### config.mk
export PLATFORM = sky130hd
export DESIGN_NAME = led_pulse
export DESIGN_NICKNAME = d
export VERILOG_FILES = /design/src/rtl/led_pulse.sv
export SDC_FILE = /design/constraint.sdc
export NUM_CORES = 1
export LEC_CHECK = 0
export ABC_AREA = 1
export ABC_CLOCK_PERIOD_IN_PS = 2100
export CELL_PAD_IN_SITES_DETAIL_PLACEMENT = 1
export CELL_PAD_IN_SITES_GLOBAL_PLACEMENT = 1
export CORE_UTILIZATION = 44
export DETAILED_ROUTE_END_ITERATION = 10
export DONT_BUFFER_PORTS = 1
export GPL_TIMING_DRIVEN = 0
export PLACE_DENSITY_LB_ADDON = 0.1
export SETUP_SLACK_MARGIN = 0.3
export SYNTH_ARGS = -nofsm -noshare
export SYNTH_HDL_FRONTEND = slang
export SYNTH_SLANG_ARGS = --single-unit
### constraint.sdc
create_clock -name clock -period 2.1 [get_ports clock]
set_input_delay 0.525 -clock clock [delete_from_list [all_inputs] [get_ports clock]]
set_output_delay 0.525 -clock clock [all_outputs]
set_load 0.03 [all_outputs]
### src/rtl/led_pulse.sv
`default_nettype none
// ============================================================================
// Module      : led_pulse
// Description : Stretches single-cycle event strobes into human-visible pulses
//               with a guaranteed on time and off gap; events that arrive while
//               a pulse or gap is running are queued and replayed in order.
//               Optional sticky overflow flag: define LED_PULSE_OVERFLOW_EN.
// Revision    : 1.0 - initial release
// ============================================================================
module led_pulse #(
    parameter int ON_TIME     = 1000,
    parameter int OFF_TIME    = 1000,
    parameter int MAX_PENDING = 7,
    parameter bit INVERTED    = 1'b0
) (
    input  logic                             clock,
    input  logic                             reset,
    input  logic                             trigger,
    output logic                             sigout,
    output logic                             busy,
    output logic [$clog2(MAX_PENDING+1)-1:0] pending
`ifdef LED_PULSE_OVERFLOW_EN
    ,
    output logic                             overflow
`endif
);

    localparam int c_PW   = $clog2(MAX_PENDING + 1);
    localparam int c_TMAX = (ON_TIME > OFF_TIME) ? ON_TIME : OFF_TIME;
    localparam int c_TW   = ($clog2(c_TMAX) > 1) ? $clog2(c_TMAX) : 1;

    localparam logic [c_TW-1:0] c_ON_LOAD  = c_TW'(ON_TIME - 1);
    localparam logic [c_TW-1:0] c_OFF_LOAD = c_TW'(OFF_TIME - 1);
    localparam logic [c_PW-1:0] c_PEND_MAX = c_PW'(MAX_PENDING);

    typedef enum logic [1:0] {
        S_IDLE = 2'd0,
        S_ON   = 2'd1,
        S_GAP  = 2'd2
    } state_t;

    state_t          r_state_q;
    state_t          w_state_d;
    logic [c_TW-1:0] r_timer_q;
    logic [c_TW-1:0] w_timer_d;
    logic [c_PW-1:0] r_pending_q;
    logic [c_PW-1:0] w_pending_d;
    logic            r_sigout_q;
    logic            w_sigout_d;

    logic            w_start;
    logic            w_take_pending;
    logic            w_enqueue;
    logic            w_drop;

    always_comb begin
        w_state_d      = r_state_q;
        w_timer_d      = r_timer_q;
        w_pending_d    = r_pending_q;
        w_start        = 1'b0;
        w_take_pending = 1'b0;
        w_enqueue      = 1'b0;
        w_drop         = 1'b0;

        if (r_timer_q != '0) begin
            w_timer_d = r_timer_q - c_TW'(1);
        end

        case (r_state_q)
            S_IDLE: begin
                w_start = (r_pending_q != '0) || trigger;
            end
            S_ON: begin
                if (r_timer_q == '0) begin
                    w_state_d = S_GAP;
                    w_timer_d = c_OFF_LOAD;
                end
            end
            S_GAP: begin
                if (r_timer_q == '0) begin
                    if ((r_pending_q != '0) || trigger) begin
                        w_start = 1'b1;
                    end else begin
                        w_state_d = S_IDLE;
                    end
                end
            end
            default: begin
                w_state_d = S_IDLE;
            end
        endcase

        // The queued backlog is served before a fresh trigger, which then queues.
        w_take_pending = w_start && (r_pending_q != '0);
        if (w_start) begin
            w_state_d = S_ON;
            w_timer_d = c_ON_LOAD;
        end

        w_enqueue = trigger && !(w_start && !w_take_pending);
        w_drop    = w_enqueue && !w_take_pending && (r_pending_q == c_PEND_MAX);

        if (w_take_pending && !w_enqueue) begin
            w_pending_d = r_pending_q - c_PW'(1);
        end else if (w_enqueue && !w_take_pending && !w_drop) begin
            w_pending_d = r_pending_q + c_PW'(1);
        end

        w_sigout_d = (w_state_d == S_ON) ^ INVERTED;
    end

    always_ff @(posedge clock) begin
        if (reset) begin
            r_state_q   <= S_IDLE;
            r_timer_q   <= '0;
            r_pending_q <= '0;
            r_sigout_q  <= INVERTED;
        end else begin
            r_state_q   <= w_state_d;
            r_timer_q   <= w_timer_d;
            r_pending_q <= w_pending_d;
            r_sigout_q  <= w_sigout_d;
        end
    end

    assign sigout  = r_sigout_q;
    assign pending = r_pending_q;
    assign busy    = (r_state_q != S_IDLE) || (r_pending_q != '0);

`ifdef LED_PULSE_OVERFLOW_EN
    logic r_overflow_q;
    logic w_overflow_d;

    assign w_overflow_d = r_overflow_q | w_drop;

    always_ff @(posedge clock) begin
        if (reset) begin
            r_overflow_q <= 1'b0;
        end else begin
            r_overflow_q <= w_overflow_d;
        end
    end

    assign overflow = r_overflow_q;
`endif

endmodule
`default_nettype wire

==> results of run 1 <==
registers in the layout, indices dropped and copies added, names as in the netlist:
signal and count:
sigout 1, r_state_q 2, r_timer_q 10, pending 3
tightest hold or removal path, stage by stage:
cell and delay, ns:
inv_1 0.07, nand2_1 0.08, nor2_1 0.04
cell usage after synthesis:
master    count
buf_6         1
nor2_4        1
ha_1          4
nand2_4       3
nand3_4       1
nand2_2       5
nand4_1       1
dfxtp_1      16
clkbuf_1      1
nand3_1       5
nor2_1       15
inv_1        16
a221oi_1      1
o31ai_1       1
a21oi_1       9
nand2_1      22
inv_2         8
o21ai_1       3
nor3_1        3
nor2_2        1
nand3_2       2
a31oi_4       1
xnor2_1       1
xor2_1        5
o21ai_0       7
path summary, 6_finish.rpt:
kind | cells past startpoint | end
worst max register to register | 14 | pending[2]
worst min register to register | 1 | r_state_q[1]
worst max-delay path | 4 | busy
worst min-delay path | 3 | pending[2]
cell usage in the layout (no fill, tap or decap), drive strengths merged, types with 3 or more instances in the layout:
master  netlist  layout
nand2        30      30
inv          24      24
nor2         17      17
dfxtp        16      16
o21ai        10      10
a21oi         9       9
buf           1       9
nand3         8       8
xor2          5       5
clkbuf        1       4
ha            4       4
nor3          3       3
repair_timing:
| item | CTS | global route |
|---|---|---|
| setup buffers | 5 | 3 |
| cloned | 0 | 0 |
| pin swaps | 5 | 9 |
| endpoints found under the setup margin | 3 | 2 |
| gates resized for setup | 12 | 13 |
metal layers:
layer	global-route usage	vias to the layer above	routed length, um	share of wire
met4	0.0882	0	28	0.012
li1	-	441	-	-
met2	0.419	9	1250	0.54
met5	0	-	0	0
met3	0.0249	4	37	0.016
met1	0.208	404	1000	0.43
layout make-up:
class                      count  area, um^2  share of cell area
buffer                         2        15.0              0.0131
clock buffer                   3        22.5              0.0196
inverter                      24        90.1              0.0783
multi-input combinational     91         594               0.517
sequential                    16         334               0.291
tap                           27        33.8              0.0294
timing repair buffer           8        60.1              0.0522
where the power goes:
part	switching, mW	internal, mW	total, mW
Combinational	0.792	0.511	1.30
Clock	0.0964	0.0667	0.163
Sequential	0.198	0.469	0.667
Total	1.09	1.05	2.13
logic make-up after synthesis:
group	count (synthesis)	share of synthesized area
AOI/OAI and AO/OA	22	0.137
xor gates and xnor gates	6	0.0544
adders and majority gates	4	0.0518
buffers and inverters	26	0.109
DFF	16	0.332
and+or+nand+nor	59	0.316
==> run summary, run 1 <==
The wire length after detailed routing came out at 2310 um. The standard-cell row count came out at 16. Entering global routing, the biggest net connects 11 pins.

The via count came out at between 800 and 900. The element type at the critical path end is an output pin. The power density over the cells came out at 1850 mW/mm^2.

The global-route wire length before repair is 3720 um. For this run, the slowest stage of the critical path takes 0.40 ns. The pre-CTS setup slack came out at between 0.05 and 0.06 ns. The core footprint is 0.00202 mm^2. The number of instances in the synthesized netlist came out at 133. Summed over all failing endpoints, the final setup total negative slack is 0 ns.

STA puts the critical path data required time at 1.57 ns. The number of different library cells used by synthesis comes to 25. The number of hold buffers added after cts came out at 0. Between clock sinks in the finished design, the worst skew comes to 0.00515 ns. The leakage dissipation came out at approximately 0.52 nW. Measured along the x axis, the die boundary spans 48.9 um. The final hold violation count came out at 0. The number of global-route vias before repair is 865. The number of warnings reported in the yosys synthesis log is 0. The area overhead of the layout relative to synthesis is 19.0%. The floorplan step set the die height to 48.9 um. The final cycle utilization of the critical path came out at 0.840. The overall power is 2.13 mW.

The clock transition at the registers of the reported paths is about 0.090 ns. The average instance area after synthesis came out at 7.26 um^2. The final setup violation count came out at 0. In this run the cell area of the synthesized design comes to 966 um^2.

The cell area after placement came out at approximately 0.001 mm^2. The critical path is of the flip-flop to output pin type. Among cell families on the critical path, the largest total delay comes from flip-flops. The startpoint of the tightest hold check path is reset. After synthesis the netlist holds a flip-flop and latch count of 16. The slew at the pin closest to its max-slew limit came out at between 0.5 and 0.6 ns.

The number of clock sinks is 16. The worst-case IR drop observed on VDD is 1.06 mV. Buffers inserted during clock tree synthesis total 3.

The max-slew headroom at the worst pin came out at 0.632. The number of DRC violations after detailed routing is 0. The start of the worst register-to-register path is pending[2].

The post-synthesis sequential area ratio is 0.332. The worst setup path is launched from a flip-flop. The initial antenna violation count is 0.

The finished cells cover around 0.0011 mm^2. The path class of the tightest hold or removal check is input pin to flip-flop. The net count of the mapped netlist is 140. The flow ran to the end, and the final reports show no timing, DRC or antenna violations. The final weighted congestion of routability-driven global placement is 0.700.

Among all stages on the critical path, the largest delay is contributed by dfxtp_4. After synthesis, the cell types taking the most area are dfxtp_1, nand2_1, inv_1, nor2_1, ha_1. For this configuration, the core starts out at a cell density of 0.478. The final layout contains 153 nets. The maximum fanout along the worst path came out at 4. Setup repair after global routing could not meet its margin everywhere. The synthesized design spends more area on one cell type than any other, namely dfxtp_1.

The total global routing track utilization came out at 0.208. Buffers placed on the I/O ports in this run total 0. For this design the top-level I/O count stands at 8.

The antenna diode count came out at 0. The antenna violation net count after detailed routing is 0. The number of maximum-capacitance violations came out at 0.

The wire-length estimate of the detail-placed layout is ~1600 um. The signal on the critical path passes through inv_1 -> nand3_2 -> inv_1 -> nand2_1. For this run the aggregate overflow at the end of global routing stands at 0.

The area share of the largest cell type after synthesis is 0.332. TritonCTS built the clock tree. The setup slack of the worst register-to-register path came out at around 0.35 ns. The total die area came out at 0.00239 mm^2. In this run the worst setup path begins at pending[2]. Hold is met by 0.444 ns. The non-filler instance count after layout is approximately 170. In this run the number of H-tree levels came out at 1.

Derived from the worst setup path, the maximum achievable clock frequency is about 570 MHz. The routed design could run at a clock period as short as 1.76 ns. In this run the clock root is driven by a clkbuf_4.

The count of TritonRoute iterations in the first routing pass came out at 4. The source-to-sink clock delay at the later pin of the worst-skew pair is 0.29 ns. The number of buffers and inverters on the critical path is 2. The number of DRC markers after the initial detailed-route iteration is 6. The share of the core filled with cells in the final layout is 0.569. The fraction of layout instances using a drive strength above 1 is 0.375. Counting stages on the worst path, the most repeated cell is inv_1.

The number of vias per cell is 5.02. The number of max-slew violations in the final report came out at 0. The routed wire length per instance is 13.5 um. The minimum setup slack in the final design is 0.337 ns. STA puts the critical path data arrival time at 1.24 ns.

The number of buffers on the longest clock path came out at 2. The number of instances in the placed design is 160. The fill cell total of the finished layout is 251.
No activity file was read; power rests on OpenSTA's default activity.
==> run 2: changes to the inputs <==
--- a/config.mk
+++ b/config.mk
@@ -6,10 +6,10 @@
 export NUM_CORES = 1
 export LEC_CHECK = 0
 export ABC_AREA = 1
-export ABC_CLOCK_PERIOD_IN_PS = 2100
+export ABC_CLOCK_PERIOD_IN_PS = 1590
 export CELL_PAD_IN_SITES_DETAIL_PLACEMENT = 1
 export CELL_PAD_IN_SITES_GLOBAL_PLACEMENT = 1
-export CORE_UTILIZATION = 44
+export CORE_UTILIZATION = 40
 export DETAILED_ROUTE_END_ITERATION = 10
 export DONT_BUFFER_PORTS = 1
 export GPL_TIMING_DRIVEN = 0
==> constraint.sdc (replaced) <==
create_clock -name clock -period 1.59 [get_ports clock]
set_input_delay 0.3975 -clock clock [delete_from_list [all_inputs] [get_ports clock]]
set_output_delay 0.3975 -clock clock [all_outputs]
set_load 0.03 [all_outputs]
==> run 2 against run 1 <==
Net effect:
- the flow now finishes with violations (setup timing)
- count of clock-buffer cells in the layout unchanged
- first-iteration DRC count up 33%
- register-to-register slack worse by 0.50 ns
- sequential share of layout area shrank 4.6 points
- cell count increased by 4.7%
==> run summary, run 2 (synthesis results as in run 1) <==
The flow ran to the end, but the final reports show violations. The final reports fail on setup timing. The achievable clock frequency came out at just under 600 MHz. The number of max-slew violations in the final report came out at 0 (unchanged). The standard-cell row count came to 17 (+1).

The final hold violation count came out at 0 (unchanged). The number of hold buffers added after cts came out at 0 (unchanged). The worst endpoint required time came out at 1.82 ns (+0.25 ns). The antenna diode count is 0 (unchanged). The number of buffers on the longest clock path is 2 (unchanged). The non-filler instance count after layout was 179 (+4.7%).

The area overhead of the layout relative to synthesis is 42.2%. The initial antenna violation count is 0 (unchanged). The number of clock sinks is 16 (unchanged). The slew at the pin closest to its max-slew limit came to 0.606 ns (+0.0546 ns). The critical path in this run is classified as flip-flop to flip-flop. The maximum fanout along the worst path is 2 (-2). The element type at the critical path end is a flip-flop. Setup repair after global routing could not meet its margin everywhere. The wire length on met2 is 1520 um (+22%). The total die area is 0.00262 mm^2 (+9.6%). The number of global-route vias before repair is 975 (+13%).

The estimated wirelength of the detail-placed design came out at 1620 um (+0.25%). The critical path arrival is 1.97 ns (+0.73 ns). The final instance area is 0.00137 mm^2 (+19%).

The source-to-sink clock delay at the later pin of the worst-skew pair is 0.29 ns (about the same). The routed wire length per instance is 15.2 um (+12%). The final setup violation count is 2 (+2). The clock transition at the registers of the reported paths is 0.10 ns (about the same).

The final weighted congestion of routability-driven global placement came out at 0.750 (+7.3%). The count of TritonRoute iterations in the first routing pass came out at 4 (unchanged). The shortest period the worst path allows came out at ~1.7 ns.

The area of the multi-input gates came out at 706 um^2 (+19%). The number of I/O port buffers came out at 0 (unchanged). The final cycle utilization of the critical path came out at 1.09. The total overflow reported by the global router was 0 (unchanged).

The minimum setup slack in the final design is -0.146 ns (-0.483 ns). The critical path goes through inv_2 -> ha_4 -> inv_2 -> nor2_4 -> nand3_4 -> nand2_4 -> nand3_4 -> xor2_1 -> inv_1 -> ha_2 -> inv_2 -> nand2_1 -> nand3_2 -> nand2_1 -> nor2_1. The via count is 930 (+8.4%). The number of DRC violations after detailed routing came to 0 (unchanged). The fill cell total of the finished layout came out at 275 (+9.6%).

The dominant delay contributor by cell family on the critical path is simple AND/OR/NAND/NOR gates. The core footprint came out at 0.00225 mm^2 (+12%). The cell area after placement is 0.00104 mm^2 (+4.2%). The H-tree depth reported by CTS came to 1 (unchanged). The cell at the slowest stage of the critical path is dfxtp_2. In this run the critical register-to-register path is launched from r_timer_q[1]. The max-slew headroom at the worst pin came out at 0.596 (-0.0364). The cell that appears most often on the critical path is inv_2. The fraction of layout instances using a drive strength above 1 came to 0.550 (+0.175). The total global routing track utilization is 0.222 (+0.0140). The die boundary width is 51.1 um (+4.7%). The antenna violation net count after detailed routing came to 0 (unchanged).

The number of DRC markers after the initial detailed-route iteration came out at 8 (+2). The delay of the slowest critical-path stage is 0.34 ns (-0.06 ns). The largest clock skew in the final design is 0.00567 ns (+0.000525 ns). The pin count of the biggest net entering global routing came out at 11 (unchanged). The final net count came out at 160 (+4.6%). The global-route wire length before repair is 4200 um (+13%). STA classifies the critical path startpoint as a flip-flop. The min-delay analysis places its worst path in the category input pin to flip-flop. The hold slack is 0.307 ns (-0.137 ns).

The number of vias per cell is 5.20 (+3.5%). The initial core utilization is 0.428 (-0.0493). Leaving out fill and tap cells, the most frequent cell in the layout is nand2_1. The clock tree from TritonCTS is done. The die outline height came out at 51.1 um (+4.7%). The number of instances in the placed design is 161 (+0.63%).

The tree is rooted in a clkbuf_4. The number of top-level design ports is 8 (unchanged). The wire length on met3 came out at 70 um (+89%). The top cell types in the final layout, fill and taps aside, are nand2_1, inv_2, buf_4, nor2_1, dfxtp_1.

The total area of sequential cells came to 337 um^2 (+0.75%). The post-route met1 wirelength came out at 1070 um (+7.3%). The startpoint of the tightest hold check path is reset. The number of maximum-capacitance violations came to 0 (unchanged).

The origin of the worst setup path is r_timer_q[1]. After detailed routing, no signal wire sits above met4. The number of buffers created by CTS came out at 3 (unchanged).

The flip-flop count of the largest register, all copies and words added came to 10 (unchanged). The largest register by flop count is r_timer_q. The wire length after detailed routing came to 2710 um (+17%). The number of buffers and inverters on the critical path came out at 4 (+2).
[run 2: cell count changes in the layout (fill, tap and decap cells not counted), sizes merged]
cell,delta
buf,+7
clkinv,+1
inv,-1
[run 2: area by class of cell]
type / instances / share of cell area
inverter: 24 / 0.0783
multi-input combinational: 91 / 0.514
clock buffer: 3 / 0.0164
buffer: 2 / 0.0137
tap: 28 / 0.0255
sequential: 16 / 0.245
timing repair buffer: 15 / 0.107
[run 2: through the flow]
step / util / setup slack (ns) / setup TNS [ns]
2_1_floorplan: - / -0.121 / -0.159
4_1_cts: 0.560 / -0.113 / -0.126
5_1_grt: 0.609 / -0.274 / -0.616
3_5_place_dp: 0.463 / -0.337 / -0.556
6_report: 0.609 / -0.146 / -0.238
3_3_place_gp: 0.463 / -0.295 / -0.492
[run 2: worst paths after layout]
kind | to | slack (ns) | depth (start not counted)
worst min-delay path | pending[0] | 0.31 | 3
worst min register to register | r_state_q[1] | 0.49 | 1
worst max-delay path | pending[2] | -0.15 | 15
worst max register to register | pending[2] | -0.15 | 15
[run 2: per-layer routing]
metal	vias to the layer above	global-route usage
met5	-	0
met4	0	0.0694
met3	6	0.0387
met2	10	0.434
met1	452	0.234
li1	462	-
[run 2: timing repair]
item | 4_1_cts | 5_1_grt
gates cloned | 1 | 0
gates resized for setup | 32 | 25
pin swaps | 9 | 6
buffers inserted | 10 | 4
setup endpoints to repair | 16 | 17
[run 2: tightest hold or removal path: cells and delay by family]
kind / cells / cell delay (ns)
buffers and inverters: 1 / 0.07
AOI/OAI and AO/OA: 1 / 0.07
and+or+nand+nor: 1 / 0.04
Power of run 2 is left out: the tool's default activity adds up to more than one toggle a clock period on the data nets, which glitch-free logic cannot reach.
